## config.mk

```make
export PLATFORM = sky130hd
export DESIGN_NAME = par_serial_tx
export DESIGN_NICKNAME = d
export VERILOG_FILES = /design/src/rtl/par_serial_pkg.sv /design/src/rtl/pcie_scrambler8.sv /design/src/rtl/par_serial_tx.sv
export SDC_FILE = /design/constraint.sdc
export NUM_CORES = 1
export LEC_CHECK = 0
export BUFFER_PORTS_ARGS = -buffer_cell sky130_fd_sc_hd__buf_2
export CORE_UTILIZATION = 40
export CTS_BUF_LIST = sky130_fd_sc_hd__clkbuf_2
export CTS_CLUSTER_DIAMETER = 150
export DETAILED_ROUTE_END_ITERATION = 10
export PLACE_DENSITY = 0.59
export REMOVE_ABC_BUFFERS = 1
export SLEW_MARGIN = 0
export SYNTH_ARGS = -nofsm -noshare
export SYNTH_HDL_FRONTEND = slang
export SYNTH_SLANG_ARGS = --single-unit
```

## constraint.sdc

```tcl
create_clock -name clk -period 1.7 [get_ports clk]
set_input_delay 0.17 -clock clk [delete_from_list [all_inputs] [get_ports clk]]
set_output_delay 0.17 -clock clk [all_outputs]
set_load 0.005 [all_outputs]
```

## src/rtl/par_serial_pkg.sv

```systemverilog
// Shared constants, state encoding and LFSR step helper for the byte-to-bit serializer.
// The optional scrambler (PAR_SERIAL_SCRAMBLE_EN) uses the LFSR definitions here.
package par_serial_pkg;

  localparam logic [7:0]  COM_SYM   = 8'hBC;
  localparam logic [15:0] LFSR_SEED = 16'hFFFF;
  // x^16+x^5+x^4+x^3+1 in Galois form: feedback into bits 5,4,3,0
  localparam logic [15:0] LFSR_TAPS = 16'h0039;

  typedef enum logic {
    TRAIN  = 1'b0,
    ACTIVE = 1'b1
  } state_t;

  function automatic logic [15:0] lfsr_step(input logic [15:0] s);
    return {s[14:0], 1'b0} ^ (s[15] ? LFSR_TAPS : 16'h0000);
  endfunction

endpackage

```

## src/rtl/pcie_scrambler8.sv

```systemverilog
// PCIe Gen1 scrambler producing one 8-bit XOR mask per data symbol.
// Only instantiated when PAR_SERIAL_SCRAMBLE_EN is defined.
module pcie_scrambler8
  import par_serial_pkg::*;
(
  input  logic       clk,
  input  logic       reset,
  input  logic       seed_i,
  input  logic       advance_i,
  output logic [7:0] mask
);

  logic [15:0] lfsr;
  logic [15:0] lfsr_next;

  // Mask bit 7 is the first bit on the wire, so it takes the first LFSR output.
  always_comb begin
    lfsr_next = lfsr;
    mask      = 8'h00;
    for (int i = 0; i < 8; i++) begin
      mask[7-i] = lfsr_next[15];
      lfsr_next = lfsr_step(lfsr_next);
    end
  end

  always_ff @(posedge clk) begin
    if (reset || seed_i) begin
      lfsr <= LFSR_SEED;
    end else if (advance_i) begin
      lfsr <= lfsr_next;
    end
  end

endmodule

```

## src/rtl/par_serial_tx.sv

```systemverilog
// Byte-to-bit serializer: MSB-first shift-out, COM training burst after reset, COM fill when idle.
// Define PAR_SERIAL_SCRAMBLE_EN to XOR data bytes with the PCIe Gen1 scrambler mask.
module par_serial_tx
  import par_serial_pkg::*;
#(
  parameter int SYNC_COUNT = 4
) (
  input  logic       clk,
  input  logic       reset,
  input  logic [7:0] data_in,
  input  logic       valid_in,
  output logic       ready_out,
  output logic       data_out,
  output logic       sym_start,
  output logic       active_out
);

  localparam int CNT_W = (SYNC_COUNT > 1) ? $clog2(SYNC_COUNT) : 1;

  logic [2:0]       bit_cnt;
  logic [7:0]       shreg;
  logic [CNT_W-1:0] sym_cnt;
  state_t           state;
  logic             load;
  logic             take_data;
  logic [7:0]       payload;
  logic [7:0]       sel;

  assign load      = (bit_cnt == 3'd7);
  assign take_data = (state == ACTIVE) && valid_in;

`ifdef PAR_SERIAL_SCRAMBLE_EN
  logic [7:0] scr_mask;

  // Every COM load reseeds the LFSR; only data loads advance it.
  pcie_scrambler8 u_scrambler (
    .clk       (clk),
    .reset     (reset),
    .seed_i    (load && !take_data),
    .advance_i (load && take_data),
    .mask      (scr_mask)
  );

  assign payload = data_in ^ scr_mask;
`else
  assign payload = data_in;
`endif

  assign sel       = take_data ? payload : COM_SYM;
  assign ready_out = load && (state == ACTIVE) && !reset;
  assign data_out  = shreg[7];

  always_ff @(posedge clk) begin
    if (reset) begin
      bit_cnt    <= 3'd7;
      shreg      <= 8'h00;
      sym_cnt    <= '0;
      state      <= TRAIN;
      sym_start  <= 1'b0;
      active_out <= 1'b0;
    end else begin
      bit_cnt   <= bit_cnt + 3'd1;
      sym_start <= load;
      if (load) begin
        shreg <= sel;
      end else begin
        shreg <= {shreg[6:0], 1'b0};
      end
      // Training counts COM loads; the last one flips the FSM on the same edge.
      if (load && (state == TRAIN)) begin
        sym_cnt <= sym_cnt + CNT_W'(1);
        if (sym_cnt == CNT_W'(SYNC_COUNT - 1)) begin
          state      <= ACTIVE;
          active_out <= 1'b1;
        end
      end
    end
  end

endmodule
```

==> results.ini <==
[outcome]
status = finished clean

[clock_tree]
clk_path_buf_depth = 2
clk_latency_ns = 0.29
post-cts-setup-buffer-count = 0
ctsResizeCount = 0
htreeDepth = 1
cts_num_sinks = 15
hold_buffers = 0
cts_tree = built
cts-root-buf = clkbuf_2
numCtsBuffers = 3
clk_pin_slew_ns = 0.15

[floorplan]
die_y_um = 39.4
dieWidth_um = 39.4
initial_core_util = 0.431
fp.dieArea_mm2 = 0.00156
num_rows = 13
design.core.area_mm2 = 0.00130
io_pins = 15

[setup_path]
path_cells = ha_1 -> ha_1 -> and2b_1 -> and2_1 -> buf_2
cp_slowest_stage_delay_ns = 0.35
cp_top_family = adder cells
cp_max_fo = 3
arrival_ns = 1.47
path_class = flip-flop to output pin
crit_top_cell = ha_1
start_kind = flip-flop
critPathSlowestCell = dfxtp_1
cp-end-kind = output pin
crit_required_ns = 1.53
crit_buf_inv = 1

[timing]
worst_slew_pin_slew_ns = 0.239
rsz0062_at_grt = false
fin_ws_ns = 0.0559
slew_headroom = 0.841
final.min_clock_period_ns = 1.64
hold_viol = 0
tns_ns = 0
max_freq_mhz = 608
finalClockSkew_ns = 0.0141
setup-violations-final = 0
maxSlewViolCount = 0
timing.final.crit_share = 0.967
hold_slack_ns = 0.0773

[global_routing]
grt_pass1_vias = 308
grt_antenna_before_repair = 0
grt_pass1_wl_mm = 1.28
grt_max_degree = 16
grt-ovfl-total = 0
grt_use_total = 0.131

[job]
cap_violations = 0

[logic_synthesis]
synth.top_cells.by_area = dfxtp_1 54%, nor2_1 9.4%, ha_1 6.7%
synth_cell_types = 17
yosysTopAreaCellShare = 0.536
synth_seq_cells = 15
synth_area_um2 = 561
ys_seq_area_frac = 0.536
synth_area_per_cell_um2 = 10.0
synthCells = 56
yosysWarnings = 0
synth_top_cell_by_area = dfxtp_1

[power_and_ir_drop]
vdd_drop_max_v = 0.000498
p_per_area_mw_per_mm2 = 1070
finalPower_mw = 0.710
p_leak_nw = 0.297

[place]
io_buffer_count = 14
place_congestion = 0.645
dp_hpwl_um = 596
dp.cells = 84
pre_cts_slack_ns = 0.392

[final_layout]
multiInputGateArea_um2 = 245
fin_nets = 88
seqCellArea_um2 = 300
finalNonFillerCells = 88
fillers = 145
layout_common_cells = 15 x dfxtp_1, 14 x nor2_1, 14 x buf_2, 4 x clkbuf_2
antennaDiodeCount = 0
mostFrequentLayoutCell = dfxtp_1
syn_to_final_growth_pct = 18.1
drive_above_1_share = 0.329

[routing]
wl_per_cell_um = 10.4
drt_pass1_iterations = 4
drc = 0
vias_per_cell = 4.65
ant_nets = 0
dr.first_iter.drc_count = 2
vias = 409
wl_um = 917

[hold_path]
hold_path.class = input port to flip-flop

[worst paths after layout]
kind / startpoint / endpoint / slack (ns) / cells after the start
worst min register to register: bit_cnt[0] / bit_cnt[0] / 0.43 / 1
worst max register to register: bit_cnt[0] / sym_cnt[1] / 0.43 / 5
worst min-delay path: data_in[0] / shreg[0] / 0.08 / 3
worst max-delay path: bit_cnt[0] / ready_out / 0.06 / 5
[cell type report]
type / count / share of cell area
Sequential cell: 15 / 0.454
Tap cell: 15 / 0.0284
Multi-Input combinational cell: 39 / 0.371
Clock buffer: 4 / 0.0302
Timing Repair Buffer: 15 / 0.117
[synth_stat cells (all sizes together)]
cell type,count
dfxtp,15
nor2,14
a211oi,5
a21oi,3
ha,3
nand2b,3
and2b,2
buf,2
nand2,2
nand4,2
or2,2
and2,1
mux2i,1
xnor2,1
[through the flow]
| step | util | instance area, um^2 |
|---|---|---|
| finish | 0.509 | 662 |
| global route | 0.509 | 662 |
| CTS | 0.509 | 662 |
| detailed placement | 0.493 | 642 |
| global placement | 0.493 | 642 |
| floorplan | - | 546 |
[sequential cells by signal, indices dropped and copies added, names as in the netlist]
signal / count
bit_cnt: 3
shreg: 8
sym_cnt: 2
sym_start: 1
state: 1
[power breakdown]
group          total (mW)  internal, mW  leakage, nW  switching, mW
Combinational       0.127        0.0656        0.156         0.0616
Clock               0.179        0.0624       0.0166          0.116
Sequential          0.405         0.391        0.124         0.0137
Total               0.710         0.519        0.297          0.191
[layer usage]
metal  GRT usage  vias up  wire length (um)
met5           0        -                 0
met4       0.129        0                 8
met3      0.0341        2                41
met2       0.193        9               424
met1       0.148      175               442
li1            -      223                 -
[worst reg2reg max path, cell delays in order (launching register included)]
cell,delay [ns]
dfxtp_1,0.35
ha_1,0.19
ha_1,0.20
and2b_2,0.22
mux2i_1,0.15
nor2_1,0.06
[cell families (layout without fill, tap and decap cells)]
kind of cell,count (synthesis),after routing,share of synthesized area
adders and majority gates,3,3,0.0670
xor gates and xnor gates,1,1,0.0156
and+or+nand+nor,26,26,0.225
muxes,1,1,0.0179
buffers and inverters,2,19,0.0268
AOI/OAI and AO/OA,8,8,0.112
DFF,15,15,0.536
(Power assumes the default switching activity.)
